$ cat config.mk
export PLATFORM = sky130hd
export DESIGN_NAME = mem_stage
export DESIGN_NICKNAME = d
export VERILOG_FILES = /design/src/rtl/mem_pkg.sv /design/src/rtl/load_align.sv /design/src/rtl/mem_stage.sv
export SDC_FILE = /design/constraint.sdc
export NUM_CORES = 1
export LEC_CHECK = 0
export ABC_AREA = 1
export CELL_PAD_IN_SITES_DETAIL_PLACEMENT = 1
export CELL_PAD_IN_SITES_GLOBAL_PLACEMENT = 1
export CORE_AREA = 5 5 161 147
export CTS_BUF_LIST = sky130_fd_sc_hd__clkbuf_16
export DETAILED_ROUTE_END_ITERATION = 8
export DIE_AREA = 0 0 166 152
export GPL_TIMING_DRIVEN = 1
export PLACE_DENSITY = 0.81
export SYNTH_ARGS = -nofsm -noshare
export SYNTH_HDL_FRONTEND = slang
export SYNTH_HIERARCHICAL = 1
export SYNTH_SLANG_ARGS = --single-unit
$ cat constraint.sdc
create_clock -name clock -period 2.6 [get_ports clock]
set_input_delay 0.65 -clock clock [delete_from_list [all_inputs] [get_ports clock]]
set_output_delay 0.65 -clock clock [all_outputs]
set_load 0.03 [all_outputs]
$ cat src/rtl/mem_pkg.sv
// Shared definitions for the memory stage: access size encodings, FSM states
// and the default access timeout.
package mem_pkg;

  typedef enum logic [1:0] {
    SZ_WORD = 2'b00,
    SZ_HALF = 2'b01,
    SZ_BYTE = 2'b10,
    SZ_RSVD = 2'b11
  } dsize_e;

  typedef enum logic {
    IDLE = 1'b0,
    WAIT = 1'b1
  } state_e;

  localparam int TIMEOUT_DEFAULT = 16;

endpackage

$ cat src/rtl/load_align.sv
// Picks the addressed byte or half out of a read word and extends it to
// 32 bits (sign or zero); word loads pass straight through.
module load_align
  import mem_pkg::*;
(
  input  logic [31:0] rdata,
  input  logic [1:0]  addr,
  input  dsize_e      dsize,
  input  logic        loadext,
  output logic [31:0] data
);

  logic [15:0] laneHalf;

  always_comb begin
    laneHalf = 16'(rdata >> {addr, 3'b000});
    case (dsize)
      SZ_BYTE: data = {{24{loadext & laneHalf[7]}}, laneHalf[7:0]};
      SZ_HALF: data = {{16{loadext & laneHalf[15]}}, laneHalf};
      default: data = rdata;
    endcase
  end

endmodule

$ cat src/rtl/mem_stage.sv
// Memory pipeline stage: issues one data-memory access at a time, waits for
// ack or timeout, and registers the write-back result.
module mem_stage
  import mem_pkg::*;
#(
  parameter int TIMEOUT_CYCLES = TIMEOUT_DEFAULT
) (
  input  logic        clock,
  input  logic        reset_n,
  input  logic        in_valid,
  input  logic        memwr,
  input  logic        memtoreg,
  input  logic        regwr,
  input  logic        loadext,
  input  logic        jal,
  input  logic [1:0]  dsize,
  input  logic [4:0]  rw,
  input  logic [31:0] execresult,
  input  logic [31:0] busb,
  output logic        dmem_req,
  output logic        dmem_we,
  output logic [31:0] dmem_addr,
  output logic [31:0] dmem_wdata,
  output logic [3:0]  dmem_be,
  input  logic [31:0] dmem_rdata,
  input  logic        dmem_ack,
  output logic        mem_stall,
  output logic        wb_valid,
  output logic        wb_regwr,
  output logic [4:0]  wb_rw,
  output logic [31:0] wb_data,
  output logic        mem_err
);

  localparam int CNT_W = $clog2(TIMEOUT_CYCLES + 1);
  localparam logic [CNT_W-1:0] CNT_LAST = CNT_W'(TIMEOUT_CYCLES - 1);

  state_e           state;
  dsize_e           size;
  logic [CNT_W-1:0] waitCnt;
  logic             memOp, misaligned, waitAck, timeout, fault;
  logic [3:0]       laneBe;
  logic [31:0]      laneData, loadData;

  assign size = dsize_e'(dsize);
  // A link (jal) never touches memory, whatever the other control bits say.
  assign memOp   = in_valid & ~jal & (memwr | memtoreg);
  assign waitAck = (state == WAIT) & dmem_ack;
  assign timeout = (state == WAIT) & ~dmem_ack & (waitCnt == CNT_LAST);
  assign fault   = (state == IDLE) & memOp & misaligned;
  // Stall holds EX/MEM until the cycle in which the access completes.
  assign mem_stall = memOp & ~(waitAck | timeout | fault);

  always_comb begin
    misaligned = 1'b0;
    laneBe     = 4'b1111;
    laneData   = busb;
    case (size)
      SZ_WORD: misaligned = (execresult[1:0] != 2'b00);
      SZ_HALF: begin
        misaligned = execresult[0];
        laneBe     = 4'b0011 << execresult[1:0];
        laneData   = {2{busb[15:0]}};
      end
      SZ_BYTE: begin
        laneBe   = 4'b0001 << execresult[1:0];
        laneData = {4{busb[7:0]}};
      end
      default: misaligned = 1'b1;
    endcase
  end

  load_align uLoadAlign (
    .rdata   (dmem_rdata),
    .addr    (dmem_addr[1:0]),
    .dsize   (size),
    .loadext (loadext),
    .data    (loadData)
  );

  always_ff @(posedge clock or negedge reset_n) begin
    if (!reset_n) begin
      state      <= IDLE;
      waitCnt    <= '0;
      dmem_req   <= 1'b0;
      dmem_we    <= 1'b0;
      dmem_addr  <= '0;
      dmem_wdata <= '0;
      dmem_be    <= '0;
      wb_valid   <= 1'b0;
      wb_regwr   <= 1'b0;
      wb_rw      <= '0;
      wb_data    <= '0;
      mem_err    <= 1'b0;
    end else begin
      wb_valid <= 1'b0;
      case (state)
        IDLE: begin
          if (in_valid && !memOp) begin
            wb_valid <= 1'b1;
            wb_regwr <= regwr;
            wb_rw    <= rw;
            wb_data  <= execresult;
          end else if (fault) begin
            wb_valid <= 1'b1;
            wb_regwr <= 1'b0;
            wb_rw    <= rw;
            mem_err  <= 1'b1;
          end else if (memOp) begin
            state      <= WAIT;
            waitCnt    <= '0;
            dmem_req   <= 1'b1;
            dmem_we    <= memwr;
            dmem_addr  <= execresult;
            dmem_wdata <= laneData;
            dmem_be    <= laneBe;
          end
        end
        WAIT: begin
          if (dmem_ack) begin
            state    <= IDLE;
            dmem_req <= 1'b0;
            wb_valid <= 1'b1;
            wb_rw    <= rw;
            wb_regwr <= memwr ? 1'b0 : regwr;
            if (!memwr) wb_data <= loadData;
          end else if (timeout) begin
            state    <= IDLE;
            dmem_req <= 1'b0;
            mem_err  <= 1'b1;
            wb_valid <= 1'b1;
            wb_regwr <= 1'b0;
          end else begin
            waitCnt <= waitCnt + 1'b1;
          end
        end
        default: state <= IDLE;
      endcase
    end
  end

endmodule

==> run_results.csv, run 1 <==
group,metric,value,unit
layout,nNetsFinal,1204,
clock_tree,htreeDepth,4,
route,dr_total_vias,6401,
power,max-vdd-ir-drop,0.408,mV
floorplan,die_w,166,um
sta,finalMaxSlewViolations,0,
setup_path,worst-setup-path-type,"flip-flop to output port",
sta,finalCritPeriodShare,0.976,
power,p_int,4940,uW
clock_tree,cts_buffer_depth,2,
placement,place_congestion,0.878,
grt,grt_pass1_wl,37300,um
clock_tree,postCtsHoldBufs,0,
sta,hold_viol_final,0,
power,combinationalPowerShare,0.408,
power,finalPower,8010,uW
sta,fmax,0.394,GHz
logic_synthesis,yosys.area.top_type_share,0.453,
logic_synthesis,ys_top_cells_by_area,"dfrtp_1 (45%), nand2_1 (16%), o21ai_1 (8.4%), inv_1 (6.4%), o21ai_0 (5.3%)",
setup_path,crit_path_end_kind,"output port",
clock_tree,root_buffer,"clkbuf_16",
route,ant_nets,0,
setup_path,startpoint,"waitCnt[0]$_DFFE_PN0P_",
logic_synthesis,ys_types,31,
flow_run,cap_violations,0,
power,clkPwrFrac,0.283,
setup_path,worst-path-max-fanout,3,
floorplan,ios,223,
placement,place_hpwl,17700,um
layout,syn_to_final_growth,50.9,%
sta,hold_ws,0.235,ns
power,p_sw,3080,uW
clock_tree,cts_tree,"built",
logic_synthesis,synth_area,0.00640,sq mm
grt,antenna_found_initial,0,
sta,min_period,2.54,ns
floorplan,fp.dieArea,0.0252,sq mm
status,outcome,"finished clean",
route,drt_wl_total,23200,um
route,viasPerCell,4.60,
floorplan,core_area,0.0221,sq mm
power,seqPwrFrac,0.309,
grt,grt_max_degree,85,
setup_path,r2r_setup_slack,0.65,ns
clock_tree,cts.clk_slew.worst_paths,0.06,ns
power,p_sw_frac,0.384,
setup_path,reg2reg_to,"wb_data[9]$_DFFE_PN0P_",
layout,drive_above_1_share,0.113,
sta,relSlewSlack,0.536,
power,leakagePower,0.00456,uW
clock_tree,cts_made_buffers,17,
route,wire_per_inst,16.7,um
logic_synthesis,synth_warnings,6,
sta,skew,0.00773,ns
logic_synthesis,synth_cells,852,
route,drc,0,
setup_path,required,1.95,ns
logic_synthesis,syn-num-nets,972,
power,p_per_area,829,mW/mm^2
grt,track_usage,0.182,
grt,grt_pass1_vias,6796,
route,firstDrtPassIters,4,
logic_synthesis,syn_avg_cell_area,7.52,sq um
layout,antenna_cells,0,
logic_synthesis,ys_seq_area_frac,0.453,
clock_tree,clock_sinks,116,
layout,final_area,0.00966,sq mm
logic_synthesis,yosysTopAreaCell,"dfrtp_1",
placement,port_buffers,222,
floorplan,initial_utilization,0.290,
grt,grt_overflow_total,0,
floorplan,rows,52,
route,drt_iter0_markers,329,
setup_path,r2r_start,"dmem_addr[0]$_DFFE_PN0P_",
logic_synthesis,synth-seq-cells,116,
setup_path,startpoint_type,"flip-flop",
placement,placed_area,0.00901,sq mm
sta,finalSetupViolCount,0,
worst_hold_path,hold_path_class,"primary input to async pin",
clock_tree,insertion_delay,0.41,ns
setup_path,ff2ff_path_depth,11,
sta,worst_pin_slew,0.696,ns
floorplan,fp.dieH,152,um
setup_path,cp_data_arrival_time,1.89,ns
==> worst max path at each step <==
stage,slack (ns),depth (start not counted),endpoint
after floorplan,0.19,10,mem_stall
after global placement,-0.19,11,mem_stall
after detailed placement,-0.26,11,mem_stall
after CTS,0.007,11,mem_stall
after global routing,-0.01,7,mem_stall
final,0.06,7,mem_stall
==> power by group through the flow <==
| stage | sequential [uW] | clock (uW) | combinational (uW) |
|---|---|---|---|
| after floorplan | 3300 | 0 | 986 |
| after global placement | 2490 | 0 | 3180 |
| after detailed placement | 2500 | 0 | 3250 |
| after CTS | 2480 | 2330 | 3280 |
| after global routing | 2540 | 2420 | 3510 |
| final | 2480 | 2270 | 3270 |
==> flip-flops by register name, indices dropped and copies added, names as in the netlist <==
signal	flops
wb_valid	1
dmem_req	1
wb_rw	5
dmem_be	4
wb_regwr	1
wb_data	32
dmem_addr	32
dmem_we	1
state	1
mem_err	1
waitCnt	5
dmem_wdata	32
==> layout make-up <==
type / instances / area, sq um
Clock buffer: 17 / 425
Inverter: 116 / 440
Clock inverter: 14 / 139
Tap cell: 297 / 372
Timing Repair Buffer: 261 / 2600
Sequential cell: 116 / 2900
Multi-Input combinational cell: 572 / 2780
Fill cell: 2718 / 12400
==> what timing repair did <==
item / 4_1_cts / 5_1_grt
setup endpoints to repair: 1 / 1
gates resized for setup: 11 / 6
pin swaps: 2 / 4
setup buffers: 1 / 5
==> stage by stage <==
step / setup WS (ns) / utilization / std cells / TNS, ns
after floorplan: 0.186 / - / 852 / 0
after global placement: -0.194 / 0.409 / 1356 / -1.70
after detailed placement: -0.260 / 0.409 / 1356 / -3.47
after CTS: 0.00683 / 0.435 / 1388 / 0
after global routing: -0.0146 / 0.438 / 1393 / -0.0146
final: 0.0628 / 0.438 / 1393 / 0
==> cells in the final DEF (no fill, tap or decap), types with 6 or more instances in the layout <==
cell type and n:
clkbuf_16 17, dfrtp_1 115, nand3_1 19, nand4_1 7
nand2_2 17, ha_1 6, buf_12 7, clkdlybuf4s50_1 217
inv_1 109, a21oi_1 41, o21ai_0 67, buf_4 33
o21ai_2 12, nand2_1 268, o21ai_1 108
==> critical path: stages (launching register included) <==
cell	delay (ns)
dfrtp_1	0.39
ha_2	0.20
and3_4	0.18
ha_4	0.17
o21ai_2	0.15
nand2_1	0.08
nor2_2	0.14
buf_6	0.15
==> kinds of logic (layout without fill, tap and decap cells) <==
family,count (synthesis),count (layout),share of synthesized area
compound gates,229,229,0.187
xor+xnor,2,2,0.00274
fa+ha+maj,8,8,0.0156
buf+inv,164,408,0.118
flops,116,116,0.453
simple gates,333,333,0.223
==> layer usage <==
layer | vias to the layer above | share of wire | global-route usage
met1 | 3024 | 0.45 | 0.231
met2 | 160 | 0.48 | 0.302
met3 | 42 | 0.048 | 0.0478
met5 | - | 0 | 0
li1 | 3175 | - | -
met4 | 0 | 0.029 | 0.0628
==> Yosys cell counts (all sizes together) <==
master  count
a21oi      41
dfrtp     116
xor2        1
o21ai     188
clkinv      1
clkbuf     16
nand4       8
nand3      24
xnor2       1
inv       115
nand2     288
buf        32
ha          8
and3        1
nor2       11
nand3b      1
(Power assumes the default switching activity.)
==> run 2: changes to the inputs <==
CTS_BUF_LIST = unset   (was sky130_fd_sc_hd__clkbuf_16)
==> run_results.csv, run 2 (synthesized netlist as in run 1, its figures left out) <==
group,metric,value,unit
status,outcome,"finished clean",
setup_path,r2r_start,"dmem_addr[0]$_DFFE_PN0P_",
route,drc,0,
floorplan,initial_utilization,0.290,
placement,placed_area,0.00901,sq mm
placement,place_hpwl,17700,um
layout,antenna_cells,0,
sta,fmax,0.394,GHz
grt,antenna_found_initial,0,
sta,finalMaxSlewViolations,0,
layout,fin_util,0.439,
layout,mostFrequentLayoutCell,"nand2_1",
route,viasPerCell,4.60,
grt,grt_pass1_wl,37300,um
placement,port_buffers,222,
worst_hold_path,hold_path_class,"primary input to async pin",
clock_tree,cts.clk_slew.worst_paths,0.06,ns
clock_tree,insertion_delay,0.41,ns
power,p_per_area,837,mW/mm^2
clock_tree,clock_sinks,116,
layout,syn_to_final_growth,51.3,%
layout,drive_above_1_share,0.116,
route,wire_per_inst,16.7,um
sta,min_period,2.54,ns
floorplan,ios,223,
route,drt_wl_total,23300,um
layout,final_cell_mix,"nand2_1 (268), clkdlybuf4s50_1 (217), dfrtp_1 (115), inv_1 (109), o21ai_1 (108)",
sta,hold_viol_final,0,
floorplan,rows,52,
route,firstDrtPassIters,4,
sta,finalCritPeriodShare,0.976,
power,finalPower,8110,uW
setup_path,crit_path_end_kind,"output port",
power,max-vdd-ir-drop,0.408,mV
sta,setup-tns-final,0,ns
floorplan,core_area,0.0221,sq mm
grt,track_usage,0.183,
grt,grt_overflow_total,0,
clock_tree,htreeDepth,4,
placement,place_congestion,0.878,
setup_path,worst-setup-path-type,"flip-flop to output port",
grt,grt_pass1_vias,6789,
sta,relSlewSlack,0.534,
route,drt_iter0_markers,324,
clock_tree,root_buffer,"clkbuf_16",
layout,nNetsFinal,1204,
setup_path,cp_data_arrival_time,1.89,ns
sta,skew,0.00769,ns
route,dr_total_vias,6411,
layout,fillers,2714,
clock_tree,cts_tree,"built",
power,leakagePower,0.00458,uW
floorplan,fp.dieArea,0.0252,sq mm
clock_tree,cts_made_buffers,17,
floorplan,fp.dieH,152,um
floorplan,die_w,166,um
layout,biggestRegsByFlops,"dmem_addr: 32 flops, dmem_wdata: 32 flops, wb_data: 32 flops",
setup_path,startpoint,"waitCnt[0]$_DFFE_PN0P_",
setup_path,worst-path-max-fanout,3,
grt,grt_max_degree,85,
route,ant_nets,0,
sta,finalSetupViolCount,0,
setup_path,required,1.95,ns
clock_tree,cts_buffer_depth,2,
setup_path,startpoint_type,"flip-flop",
layout,final_area,0.00969,sq mm
flow_run,cap_violations,0,
sta,worst_pin_slew,0.698,ns
run 2: cell types whose count changed in the layout (fill, tap and decap cells not counted), sizes merged:
| cell | before | now |
|---|---|---|
| clkbuf | 17 | 20 |
| clkinv | 9 | 6 |
run 2: routing by layer:
metal	GRT usage	wire, um	up-vias
met5	0	0	-
met4	0.0617	664	0
met3	0.0468	1060	41
met2	0.304	11100	157
met1	0.232	10500	3045
li1	-	-	3168
run 2: area by class of cell:
type / count / area (sq um) / share of cell area
Clock inverter: 11 / 128 / 0.0132
Multi-Input combinational cell: 572 / 2780 / 0.287
Timing Repair Buffer: 261 / 2600 / 0.268
Clock buffer: 20 / 467 / 0.0482
Sequential cell: 116 / 2900 / 0.300
Tap cell: 297 / 372 / 0.0383
Inverter: 116 / 440 / 0.0454
run 2: worst paths after layout:
kind,cells past startpoint,slack [ns],endpoint
max,7,0.06,mem_stall
min,2,0.23,dmem_wdata[4]$_DFFE_PN0P_
max reg2reg,11,0.65,wb_data[9]$_DFFE_PN0P_
min reg2reg,2,0.48,dmem_req$_DFFE_PN0P_
max in group asynchronous,2,1.72,dmem_addr[13]$_DFFE_PN0P_
min in group clock,2,0.48,dmem_req$_DFFE_PN0P_
run 2: per-stage QoR:
stage,setup WS [ns],std cells,hold slack [ns]
floorplan,0.186,852,0.354
global placement,-0.194,1356,0.462
detailed placement,-0.260,1356,0.468
CTS,0.00683,1388,0.251
global route,-0.0145,1393,0.249
finish,0.0618,1393,0.234
run 2: power breakdown:
group / internal, uW / switching [uW]
clock: 1480 / 877
combinational: 1310 / 1960
sequential: 2230 / 249
total: 5030 / 3080
run 2: repair_timing:
item | 4_1_cts | 5_1_grt
setup buffers | 1 | 5
pin swaps | 2 | 4
gates resized for setup | 11 | 6
endpoints found under the setup margin | 1 | 1
hold buffers | 0 | 0
run 2: worst max-delay path, stage by stage (launching register included):
cell and delay (ns):
dfrtp_1 0.39, ha_2 0.20, and3_4 0.18, ha_4 0.17, o21ai_2 0.15, nand2_1 0.08, nor2_2 0.14, buf_6 0.15
